$ cat src/rtl/slot_stream_collector_pkg.sv
// slot_pkg: slot constants, FSM state type and index-wrap helper shared by sequencer and collector
package slot_pkg;
  localparam int IDX_W = 7;
  localparam int NUM_SLOTS = 106;
  localparam int SLOT_LEN = 53;
  localparam int DATA_W = 16;
  localparam int SUM_W = DATA_W + $clog2(SLOT_LEN + 1);
  localparam int CNT_W = 7;
  typedef enum logic {HUNT, RUN} state_e;
  typedef logic [IDX_W-1:0] idx_t;
  function automatic idx_t next_idx(idx_t idx);
    return (idx == idx_t'(NUM_SLOTS - 1)) ? '0 : idx + idx_t'(1);
  endfunction
endpackage

$ cat src/rtl/slot_stream_collector_if.sv
// slot_stream_collector_if: stream in (iIdx/iValid/iData/iClrErr), per-slot result out (oValid/oSlot/oSum/oCount/oFrameDone/oSeqErr/oLenErr/oErrSticky)
interface slot_stream_collector_if;
  import slot_pkg::*;
  logic [IDX_W-1:0] iIdx;
  logic iValid;
  logic [DATA_W-1:0] iData;
  logic iClrErr;
  logic oValid;
  logic [IDX_W-1:0] oSlot;
  logic [SUM_W-1:0] oSum;
  logic [CNT_W-1:0] oCount;
  logic oFrameDone;
  logic oSeqErr;
  logic oLenErr;
  logic oErrSticky;
  modport master (
    output iIdx, iValid, iData, iClrErr,
    input oValid, oSlot, oSum, oCount, oFrameDone, oSeqErr, oLenErr, oErrSticky
  );
  modport slave (
    input iIdx, iValid, iData, iClrErr,
    output oValid, oSlot, oSum, oCount, oFrameDone, oSeqErr, oLenErr, oErrSticky
  );
endinterface

$ cat src/rtl/slot_stream_collector_seq_checker.sv
// slot_seq_checker: idx_q_i/idx_i/cnt_i -> seq_ok_o (legal successor index) and len_ok_o (slot length exact)
module slot_seq_checker
  import slot_pkg::*;
(
  input  idx_t             idx_q_i,
  input  idx_t             idx_i,
  input  logic [CNT_W-1:0] cnt_i,
  output logic             seq_ok_o,
  output logic             len_ok_o
);
  assign seq_ok_o = (idx_q_i < idx_t'(NUM_SLOTS)) && (idx_i == next_idx(idx_q_i));
  assign len_ok_o = cnt_i == CNT_W'(SLOT_LEN);
endmodule

$ cat src/rtl/slot_stream_collector.sv
// slot_stream_collector: iClk/iRst_n plus slave bus; sums samples per slot index and reports each completed slot with sequence/length checks
module slot_stream_collector
  import slot_pkg::*;
(
  input logic iClk,
  input logic iRst_n,
  slot_stream_collector_if.slave bus
);
  state_e state_q, state_d;
  logic armed_q, armed_d;
  idx_t idx_q, idx_d;
  logic [SUM_W-1:0] acc_q, acc_d;
  logic [CNT_W-1:0] cnt_q, cnt_d;
  logic valid_q, valid_d;
  idx_t slot_q, slot_d;
  logic [SUM_W-1:0] sum_q, sum_d;
  logic [CNT_W-1:0] count_q, count_d;
  logic fd_q, fd_d;
  logic seq_q, seq_d;
  logic len_q, len_d;
  logic sticky_q, sticky_d;
  logic seq_ok, len_ok, change;
  logic [SUM_W-1:0] sample;
  slot_seq_checker u_chk (
    .idx_q_i (idx_q),
    .idx_i   (bus.iIdx),
    .cnt_i   (cnt_q),
    .seq_ok_o(seq_ok),
    .len_ok_o(len_ok)
  );
  assign change = bus.iIdx != idx_q;
  assign sample = bus.iValid ? SUM_W'(bus.iData) : '0;
  always_comb begin
    state_d = state_q;
    armed_d = 1'b1;
    idx_d = bus.iIdx;
    acc_d = acc_q;
    cnt_d = cnt_q;
    valid_d = 1'b0;
    slot_d = slot_q;
    sum_d = sum_q;
    count_d = count_q;
    fd_d = 1'b0;
    seq_d = 1'b0;
    len_d = 1'b0;
    if (state_q == HUNT) begin
      if (armed_q && change) begin
        state_d = RUN;
        acc_d = sample;
        cnt_d = CNT_W'(1);
      end
    end else if (change) begin
      valid_d = 1'b1;
      slot_d = idx_q;
      sum_d = acc_q;
      count_d = cnt_q;
      fd_d = idx_q == idx_t'(NUM_SLOTS - 1);
      seq_d = !seq_ok;
      len_d = !len_ok;
      acc_d = sample;
      cnt_d = CNT_W'(1);
    end else begin
      acc_d = acc_q + sample;
      cnt_d = (&cnt_q) ? cnt_q : cnt_q + CNT_W'(1);
    end
    sticky_d = seq_d | len_d | (sticky_q & ~bus.iClrErr);
  end
  always_ff @(posedge iClk or negedge iRst_n) begin
    if (!iRst_n) begin
      state_q <= HUNT;
      armed_q <= 1'b0;
      idx_q <= '0;
      acc_q <= '0;
      cnt_q <= '0;
      valid_q <= 1'b0;
      slot_q <= '0;
      sum_q <= '0;
      count_q <= '0;
      fd_q <= 1'b0;
      seq_q <= 1'b0;
      len_q <= 1'b0;
      sticky_q <= 1'b0;
    end else begin
      state_q <= state_d;
      armed_q <= armed_d;
      idx_q <= idx_d;
      acc_q <= acc_d;
      cnt_q <= cnt_d;
      valid_q <= valid_d;
      slot_q <= slot_d;
      sum_q <= sum_d;
      count_q <= count_d;
      fd_q <= fd_d;
      seq_q <= seq_d;
      len_q <= len_d;
      sticky_q <= sticky_d;
    end
  end
  assign bus.oValid = valid_q;
  assign bus.oSlot = slot_q;
  assign bus.oSum = sum_q;
  assign bus.oCount = count_q;
  assign bus.oFrameDone = fd_q;
  assign bus.oSeqErr = seq_q;
  assign bus.oLenErr = len_q;
  assign bus.oErrSticky = sticky_q;
endmodule

$ cat src/flat_wrapper.sv
// flat-port wrapper written by rule: the top's interface ports become plain ports
module slot_stream_collector_flat import slot_pkg::*;
  (iClk, iRst_n, bus_iIdx, bus_iValid, bus_iData, bus_iClrErr, bus_oValid, bus_oSlot, bus_oSum, bus_oCount, bus_oFrameDone, bus_oSeqErr, bus_oLenErr, bus_oErrSticky);
  slot_stream_collector_if bus_i ();
  input logic iClk;
  input logic iRst_n;
  input wire logic [$bits(bus_i.iIdx)-1:0] bus_iIdx;
  input wire logic [$bits(bus_i.iValid)-1:0] bus_iValid;
  input wire logic [$bits(bus_i.iData)-1:0] bus_iData;
  input wire logic [$bits(bus_i.iClrErr)-1:0] bus_iClrErr;
  output wire logic [$bits(bus_i.oValid)-1:0] bus_oValid;
  output wire logic [$bits(bus_i.oSlot)-1:0] bus_oSlot;
  output wire logic [$bits(bus_i.oSum)-1:0] bus_oSum;
  output wire logic [$bits(bus_i.oCount)-1:0] bus_oCount;
  output wire logic [$bits(bus_i.oFrameDone)-1:0] bus_oFrameDone;
  output wire logic [$bits(bus_i.oSeqErr)-1:0] bus_oSeqErr;
  output wire logic [$bits(bus_i.oLenErr)-1:0] bus_oLenErr;
  output wire logic [$bits(bus_i.oErrSticky)-1:0] bus_oErrSticky;
  assign bus_i.iIdx = bus_iIdx;
  assign bus_i.iValid = bus_iValid;
  assign bus_i.iData = bus_iData;
  assign bus_i.iClrErr = bus_iClrErr;
  assign bus_oValid = bus_i.oValid;
  assign bus_oSlot = bus_i.oSlot;
  assign bus_oSum = bus_i.oSum;
  assign bus_oCount = bus_i.oCount;
  assign bus_oFrameDone = bus_i.oFrameDone;
  assign bus_oSeqErr = bus_i.oSeqErr;
  assign bus_oLenErr = bus_i.oLenErr;
  assign bus_oErrSticky = bus_i.oErrSticky;
  slot_stream_collector u_core (.iClk(iClk), .iRst_n(iRst_n), .bus(bus_i));
endmodule
$ cat config.mk
export PLATFORM = sky130hd
export DESIGN_NAME = slot_stream_collector_flat
export DESIGN_NICKNAME = d
export VERILOG_FILES = /design/src/rtl/slot_stream_collector_pkg.sv /design/src/rtl/slot_stream_collector_if.sv /design/src/rtl/slot_stream_collector_seq_checker.sv /design/src/rtl/slot_stream_collector.sv /design/src/flat_wrapper.sv
export SDC_FILE = /design/constraint.sdc
export NUM_CORES = 1
export LEC_CHECK = 0
export BUFFER_PORTS_ARGS = -buffer_cell sky130_fd_sc_hd__buf_2
export CELL_PAD_IN_SITES_DETAIL_PLACEMENT = 0
export CELL_PAD_IN_SITES_GLOBAL_PLACEMENT = 2
export CORE_MARGIN = 8
export CORE_UTILIZATION = 35
export DETAILED_ROUTE_END_ITERATION = 7
export PLACE_DENSITY_LB_ADDON = 0.1
export SLEW_MARGIN = 40
export SYNTH_ARGS = -nofsm -noshare
export SYNTH_HDL_FRONTEND = slang
export SYNTH_SLANG_ARGS = --single-unit
$ cat constraint.sdc
create_clock -name iClk -period 3.48 [get_ports iClk]
set_clock_uncertainty 0.05 [all_clocks]
set_input_delay 0.348 -clock iClk [delete_from_list [all_inputs] [get_ports iClk]]
set_output_delay 0.348 -clock iClk [all_outputs]
set_load 0.01 [all_outputs]
==> impl_results.html <==
<table>
<tr><th>Metric</th><th>Value</th></tr>
<tr><th colspan="2">Synthesis</th></tr>
<tr><td>Leading post-synthesis cells by cell area</td><td>sky130_fd_sc_hd__dfrtp_1 (44%), sky130_fd_sc_hd__nand2_1 (6.7%), sky130_fd_sc_hd__ha_1 (5.6%)</td></tr>
<tr><td>Number of instances in the synthesized netlist</td><td>473</td></tr>
<tr><td>Net count of the mapped netlist</td><td>521</td></tr>
<tr><td>Top-area cell type share of the netlist area</td><td>0.444</td></tr>
<tr><td>Cell taking the most area after synthesis</td><td>sky130_fd_sc_hd__dfrtp_1</td></tr>
<tr><td>Post-synth EDFFs</td><td>0</td></tr>
<tr><td>Synth warnings</td><td>0</td></tr>
<tr><td>Fraction of synthesis flops using an asynchronous set or reset pin</td><td>1.00</td></tr>
<tr><td>Sequential cell area fraction in the yosys report</td><td>0.444</td></tr>
<tr><td>Cell area after synthesis</td><td>0.00445 mm²</td></tr>
<tr><td>Average cell area after synthesis</td><td>9.41 µm²</td></tr>
<tr><td>Synthesis-stage register bit count</td><td>79</td></tr>
<tr><td>Prevailing post-synth register cell</td><td>sky130_fd_sc_hd__dfrtp_1</td></tr>
<tr><td>Count of different cell masters after synthesis</td><td>62</td></tr>
<tr><th colspan="2">STA</th></tr>
<tr><td>Transition time at the pin with the least slew margin</td><td>0.739 ns</td></tr>
<tr><td>Max frequency</td><td>356 MHz</td></tr>
<tr><td>Setup repair after global routing missed its margin</td><td>false</td></tr>
<tr><td>Total Negative Setup Slacks</td><td>0 ns</td></tr>
<tr><td>Number of pins with negative max-slew slack in the final report</td><td>0</td></tr>
<tr><td>Post-route fraction of the period consumed by the critical path</td><td>0.808</td></tr>
<tr><td>Post-route worst setup slack</td><td>0.668 ns</td></tr>
<tr><td>Final setup vio count</td><td>0</td></tr>
<tr><td>Number of failing hold endpoints at the final stage</td><td>0</td></tr>
<tr><td>Worst relative slew slack</td><td>0.507</td></tr>
<tr><td>Crit path time final</td><td>2.81 ns</td></tr>
<tr><th colspan="2">Power</th></tr>
<tr><td>Worst IR drop on VDD</td><td>0.000241 V</td></tr>
<tr><td>Switching power share of the total</td><td>0.262</td></tr>
<tr><td>Relative contribution of combinational cells to total power</td><td>0.129</td></tr>
<tr><td>Psw</td><td>592 µW</td></tr>
<tr><td>Proportion of power drawn by the clock network</td><td>0.424</td></tr>
<tr><td>Internal portion of total power</td><td>1670 µW</td></tr>
<tr><td>P per Cell Area</td><td>428 mW/mm²</td></tr>
<tr><td>Proportion of power drawn by flip-flops and latches</td><td>0.447</td></tr>
<tr><td>Leakage component of the power</td><td>0.00251 µW</td></tr>
<tr><th colspan="2">Hold path</th></tr>
<tr><td>Hold Path Sink</td><td>u_core.idx_q[2]$_DFF_PN0_</td></tr>
<tr><td>Worst hold path depth</td><td>1</td></tr>
<tr><td>Type of the tightest min-delay check</td><td>in2reg</td></tr>
<tr><td>Beginning of the worst hold path</td><td>bus_iIdx[2]</td></tr>
<tr><th colspan="2">Worst setup path</th></tr>
<tr><td>Start of the worst register-to-register path</td><td>u_core.acc_q[0]$_DFFE_PN0P_</td></tr>
<tr><td>Kind of critical path</td><td>reg2reg</td></tr>
<tr><td>Worst-path fanout max</td><td>4</td></tr>
<tr><td>R2r worst-path depth</td><td>9</td></tr>
<tr><td>Setup slack on the worst flop-to-flop path</td><td>0.67 ns</td></tr>
<tr><td>Worst stage delay on the critical path</td><td>0.43 ns</td></tr>
<tr><td>Count of buffering cells on the critical path with inverters included</td><td>0</td></tr>
<tr><td>Crit path required time</td><td>3.70 ns</td></tr>
<tr><td>Crit path max-delay cell type</td><td>sky130_fd_sc_hd__fa_1</td></tr>
<tr><td>Critical Path, Cell by Cell</td><td>ha_1, fa_1, a211oi_1, o21ai_0, and4_1, nor2_1, nor4_1, o31a_1, mux2i_1</td></tr>
<tr><td>Reg2Reg Capture Point</td><td>u_core.acc_q[18]$_DFFE_PN0P_</td></tr>
<tr><td>Worst Setup Start Kind</td><td>flop</td></tr>
<tr><td>Largest delay share family, worst path</td><td>compound AO/OA/AOI/OAI gates</td></tr>
<tr><td>Capturing element type of the critical path</td><td>flop</td></tr>
<tr><td>Signal arrival time at the worst endpoint</td><td>3.03 ns</td></tr>
<tr><th colspan="2">Run status</th></tr>
<tr><td>Outcome</td><td>finished clean</td></tr>
<tr><th colspan="2">Place</th></tr>
<tr><td>Placed inst area</td><td>0.00494 mm²</td></tr>
<tr><td>Total of buffers placed on input and output ports</td><td>67</td></tr>
<tr><td>Setup Slack @ Placement</td><td>0.403 ns</td></tr>
<tr><td>HPWL after detailed placement</td><td>8.75 mm</td></tr>
<tr><td>Final estimated routing congestion in global placement</td><td>0.815</td></tr>
<tr><th colspan="2">Floorplanning</th></tr>
<tr><td>Core Region</td><td>0.0125 mm²</td></tr>
<tr><td>Placement Rows</td><td>41</td></tr>
<tr><td>Die Footprint</td><td>0.0166 mm²</td></tr>
<tr><td>Width of the die</td><td>129 µm</td></tr>
<tr><td>Initial standard-cell utilization of the core</td><td>0.356</td></tr>
<tr><td>Y dimension of the die</td><td>129 µm</td></tr>
<tr><td>I/O Pins</td><td>68</td></tr>
<tr><th colspan="2">Clocking</th></tr>
<tr><td>Maximum buffer depth of the clock tree</td><td>2</td></tr>
<tr><td>Clock latency at the later pin of the worst-skew pair</td><td>0.34 ns</td></tr>
<tr><td>Clock-pin transition on the worst setup and hold timing paths</td><td>0.06 ns</td></tr>
<tr><td>Clk root buf</td><td>sky130_fd_sc_hd__clkbuf_16</td></tr>
<tr><td>Clock H-tree levels</td><td>3</td></tr>
<tr><td>CTS tree</td><td>built</td></tr>
<tr><td># Post-CTS Setup Buffers</td><td>0</td></tr>
<tr><td>Number of sinks driven by the clock tree</td><td>79</td></tr>
<tr><td>Number of clock buffers inserted by TritonCTS</td><td>9</td></tr>
<tr><td>Count of instances resized after the clock tree is built</td><td>0</td></tr>
<tr><th colspan="2">Global routing</th></tr>
<tr><td>Global routing's busiest layer</td><td>met2</td></tr>
<tr><td>Met3 demand-to-capacity share in global routing</td><td>0.0186</td></tr>
<tr><td>GRT met1 Usage</td><td>0.208</td></tr>
<tr><td>Maximum number of pins on one net before global-route repair</td><td>78</td></tr>
<tr><td>Via count of the first global-routing pass</td><td>3769</td></tr>
<tr><td>Gr usage total</td><td>0.151</td></tr>
<tr><td>First-pass GRT wire length</td><td>19.7 mm</td></tr>
<tr><td>Global routing met2 resource utilization</td><td>0.232</td></tr>
<tr><td>Initial antenna violation count</td><td>0</td></tr>
<tr><td>GRT overflow</td><td>0</td></tr>
<tr><th colspan="2">Layout</th></tr>
<tr><td>Number of nets at the end of the flow</td><td>584</td></tr>
<tr><td>Count of fill cells added during filler insertion</td><td>1286</td></tr>
<tr><td>Fraction of final layout cells sized beyond drive strength 1</td><td>0.207</td></tr>
<tr><td>ANT cells</td><td>0</td></tr>
<tr><td>Footprint of the flip-flops and latches</td><td>0.00198 mm²</td></tr>
<tr><td>Footprint of the multi-input gates</td><td>0.00232 mm²</td></tr>
<tr><td>Final instance area</td><td>0.00527 mm²</td></tr>
<tr><td>Area Growth Syn to Fin</td><td>18.4%</td></tr>
<tr><th colspan="2">Detailed routing</th></tr>
<tr><td>Detailed-route wire length</td><td>12.1 mm</td></tr>
<tr><td>Drt pass-1 iters</td><td>4</td></tr>
<tr><td>Detail Route Antenna Nets</td><td>0</td></tr>
<tr><td>Residual DRC</td><td>0</td></tr>
<tr><td>Wire length per cell after detailed routing</td><td>16.9 µm</td></tr>
<tr><td>DR vias</td><td>3686</td></tr>
<tr><td>Vias per cell</td><td>5.17</td></tr>
<tr><td>1st-iter DRT viols</td><td>218</td></tr>
<tr><th colspan="2">Flow run</th></tr>
<tr><td>Max_cap viols</td><td>0</td></tr>
</table>
[power by group through the flow]
| stage | logic, µW | clock network, µW | registers, µW |
|---|---|---|---|
| 5_1_grt | 334 | 1010 | 1020 |
| 4_1_cts | 292 | 979 | 1010 |
| 2_1_floorplan | 180 | 0 | 1020 |
| 3_3_place_gp | 289 | 0 | 1030 |
| 6_report | 292 | 957 | 1010 |
| 3_5_place_dp | 291 | 0 | 1030 |
[cells in the mapped netlist (3+ instances only)]
cell type                  number
sky130_fd_sc_hd__inv_1          9
sky130_fd_sc_hd__nor2b_1        3
sky130_fd_sc_hd__xnor2_1       13
sky130_fd_sc_hd__a22oi_1        6
sky130_fd_sc_hd__nor3_1         7
sky130_fd_sc_hd__and2_1        21
sky130_fd_sc_hd__nand3b_1       3
sky130_fd_sc_hd__a21o_1         7
sky130_fd_sc_hd__o22ai_1        6
sky130_fd_sc_hd__o31a_1         3
sky130_fd_sc_hd__o21ai_0       33
sky130_fd_sc_hd__buf_2          8
sky130_fd_sc_hd__o21a_1         5
sky130_fd_sc_hd__nor2_1        20
sky130_fd_sc_hd__mux2i_1        3
sky130_fd_sc_hd__ha_1          20
sky130_fd_sc_hd__mux2_2        17
sky130_fd_sc_hd__dfrtp_1       79
sky130_fd_sc_hd__nand4_1        3
sky130_fd_sc_hd__a21oi_1       30
sky130_fd_sc_hd__or3_1          4
sky130_fd_sc_hd__xor2_1        12
sky130_fd_sc_hd__a31oi_1        6
sky130_fd_sc_hd__and3_1         3
sky130_fd_sc_hd__o211ai_1       5
sky130_fd_sc_hd__a211oi_1       3
sky130_fd_sc_hd__nand2_1       79
sky130_fd_sc_hd__nand3_1       13
sky130_fd_sc_hd__clkbuf_1      12
[cell type report]
type	count	area share
repair buffers	75	0.0804
clock inverters	3	0.00807
flip-flops and latches	79	0.375
multi-input cells	360	0.441
well taps	172	0.0408
clock buffers	13	0.0474
inverters	11	0.00783
[cell families after synthesis]
| logic type | synth area share |
|---|---|
| simple gates | 0.189 |
| compound gates | 0.172 |
| flops | 0.444 |
| buf+inv | 0.0343 |
| xor+xnor | 0.0492 |
| fa+ha+maj | 0.0607 |
| mux | 0.0497 |
| other cells | 0.000842 |
[worst register-to-register path, stage by stage, from the launching register on]
cell and delay, ns:
sky130_fd_sc_hd__dfrtp_1 0.41, sky130_fd_sc_hd__ha_1 0.24, sky130_fd_sc_hd__fa_1 0.43, sky130_fd_sc_hd__a211oi_1 0.35, sky130_fd_sc_hd__o21ai_0 0.25, sky130_fd_sc_hd__and4_1 0.25
sky130_fd_sc_hd__nor2_1 0.24, sky130_fd_sc_hd__nor4_1 0.10, sky130_fd_sc_hd__o31a_1 0.28, sky130_fd_sc_hd__mux2i_1 0.12
[worst max-delay path by stage]
stage,cells after the start,from,endpoint
finish,9,u_core.acc_q[0]$_DFFE_PN0P_,u_core.acc_q[18]$_DFFE_PN0P_
detailed placement,11,bus_iValid,u_core.acc_q[18]$_DFFE_PN0P_
global placement,11,bus_iValid,u_core.acc_q[18]$_DFFE_PN0P_
CTS,9,u_core.acc_q[0]$_DFFE_PN0P_,u_core.acc_q[18]$_DFFE_PN0P_
floorplan,11,bus_iValid,u_core.acc_q[18]$_DFFE_PN0P_
global route,9,u_core.acc_q[0]$_DFFE_PN0P_,u_core.acc_q[18]$_DFFE_PN0P_
[metrics by stage]
stage               hold slack, ns  total power (µW)  cells  utilization
floorplan                  0.00241              1200    473            -
global placement             0.405              1320    695        0.395
detailed placement           0.399              1320    695        0.395
CTS                         0.0365              2280    711        0.418
global route                 0.140              2360    713        0.421
finish                       0.130              2260    713        0.421
[timing repair]
item,4_1_cts,5_1_grt
endpoints found under the hold margin,0,19
endpoints found under the setup margin,0,0
hold buffers,0,1
[metal layers]
metal / vias to the layer above / share of wire
met5: - / 0
li1: 1821 / -
met3: 13 / 0.035
met2: 71 / 0.45
met1: 1781 / 0.50
met4: 0 / 0.018
[cells in the final DEF (no fill, tap or decap), types with 5 or more instances in the layout]
master / synthesis / final
sky130_fd_sc_hd__nand3_1: 13 / 13
sky130_fd_sc_hd__a22oi_1: 6 / 6
sky130_fd_sc_hd__o21ai_0: 33 / 33
sky130_fd_sc_hd__o211ai_1: 5 / 5
sky130_fd_sc_hd__buf_2: 8 / 66
sky130_fd_sc_hd__nor3_1: 7 / 7
sky130_fd_sc_hd__a21o_1: 7 / 7
sky130_fd_sc_hd__a31oi_1: 6 / 6
sky130_fd_sc_hd__ha_1: 20 / 20
sky130_fd_sc_hd__nand2_1: 79 / 79
sky130_fd_sc_hd__nor2_1: 20 / 20
sky130_fd_sc_hd__and2_1: 21 / 21
sky130_fd_sc_hd__mux2_2: 17 / 17
sky130_fd_sc_hd__buf_4: 0 / 6
sky130_fd_sc_hd__o21a_1: 5 / 5
sky130_fd_sc_hd__dfrtp_1: 79 / 79
sky130_fd_sc_hd__xor2_1: 12 / 12
sky130_fd_sc_hd__o22ai_1: 6 / 6
sky130_fd_sc_hd__inv_1: 9 / 9
sky130_fd_sc_hd__xnor2_1: 13 / 13
sky130_fd_sc_hd__a21oi_1: 30 / 30
sky130_fd_sc_hd__clkbuf_16: 0 / 9
[state kept, by name (all words and copies together), names as in the netlist]
| signal | count |
|---|---|
| u_core.state_q | 1 |
| u_core.bus.oSum | 22 |
| u_core.armed_q | 1 |
| u_core.idx_q | 7 |
| u_core.bus.oValid | 1 |
| u_core.bus.oLenErr | 1 |
| u_core.cnt_q | 7 |
| u_core.bus.oCount | 7 |
| u_core.bus.oSeqErr | 1 |
| u_core.bus.oFrameDone | 1 |
| u_core.acc_q | 22 |
| u_core.bus.oSlot | 7 |
| u_core.bus.oErrSticky | 1 |
Note: power is estimated with default switching activity, not from simulation.
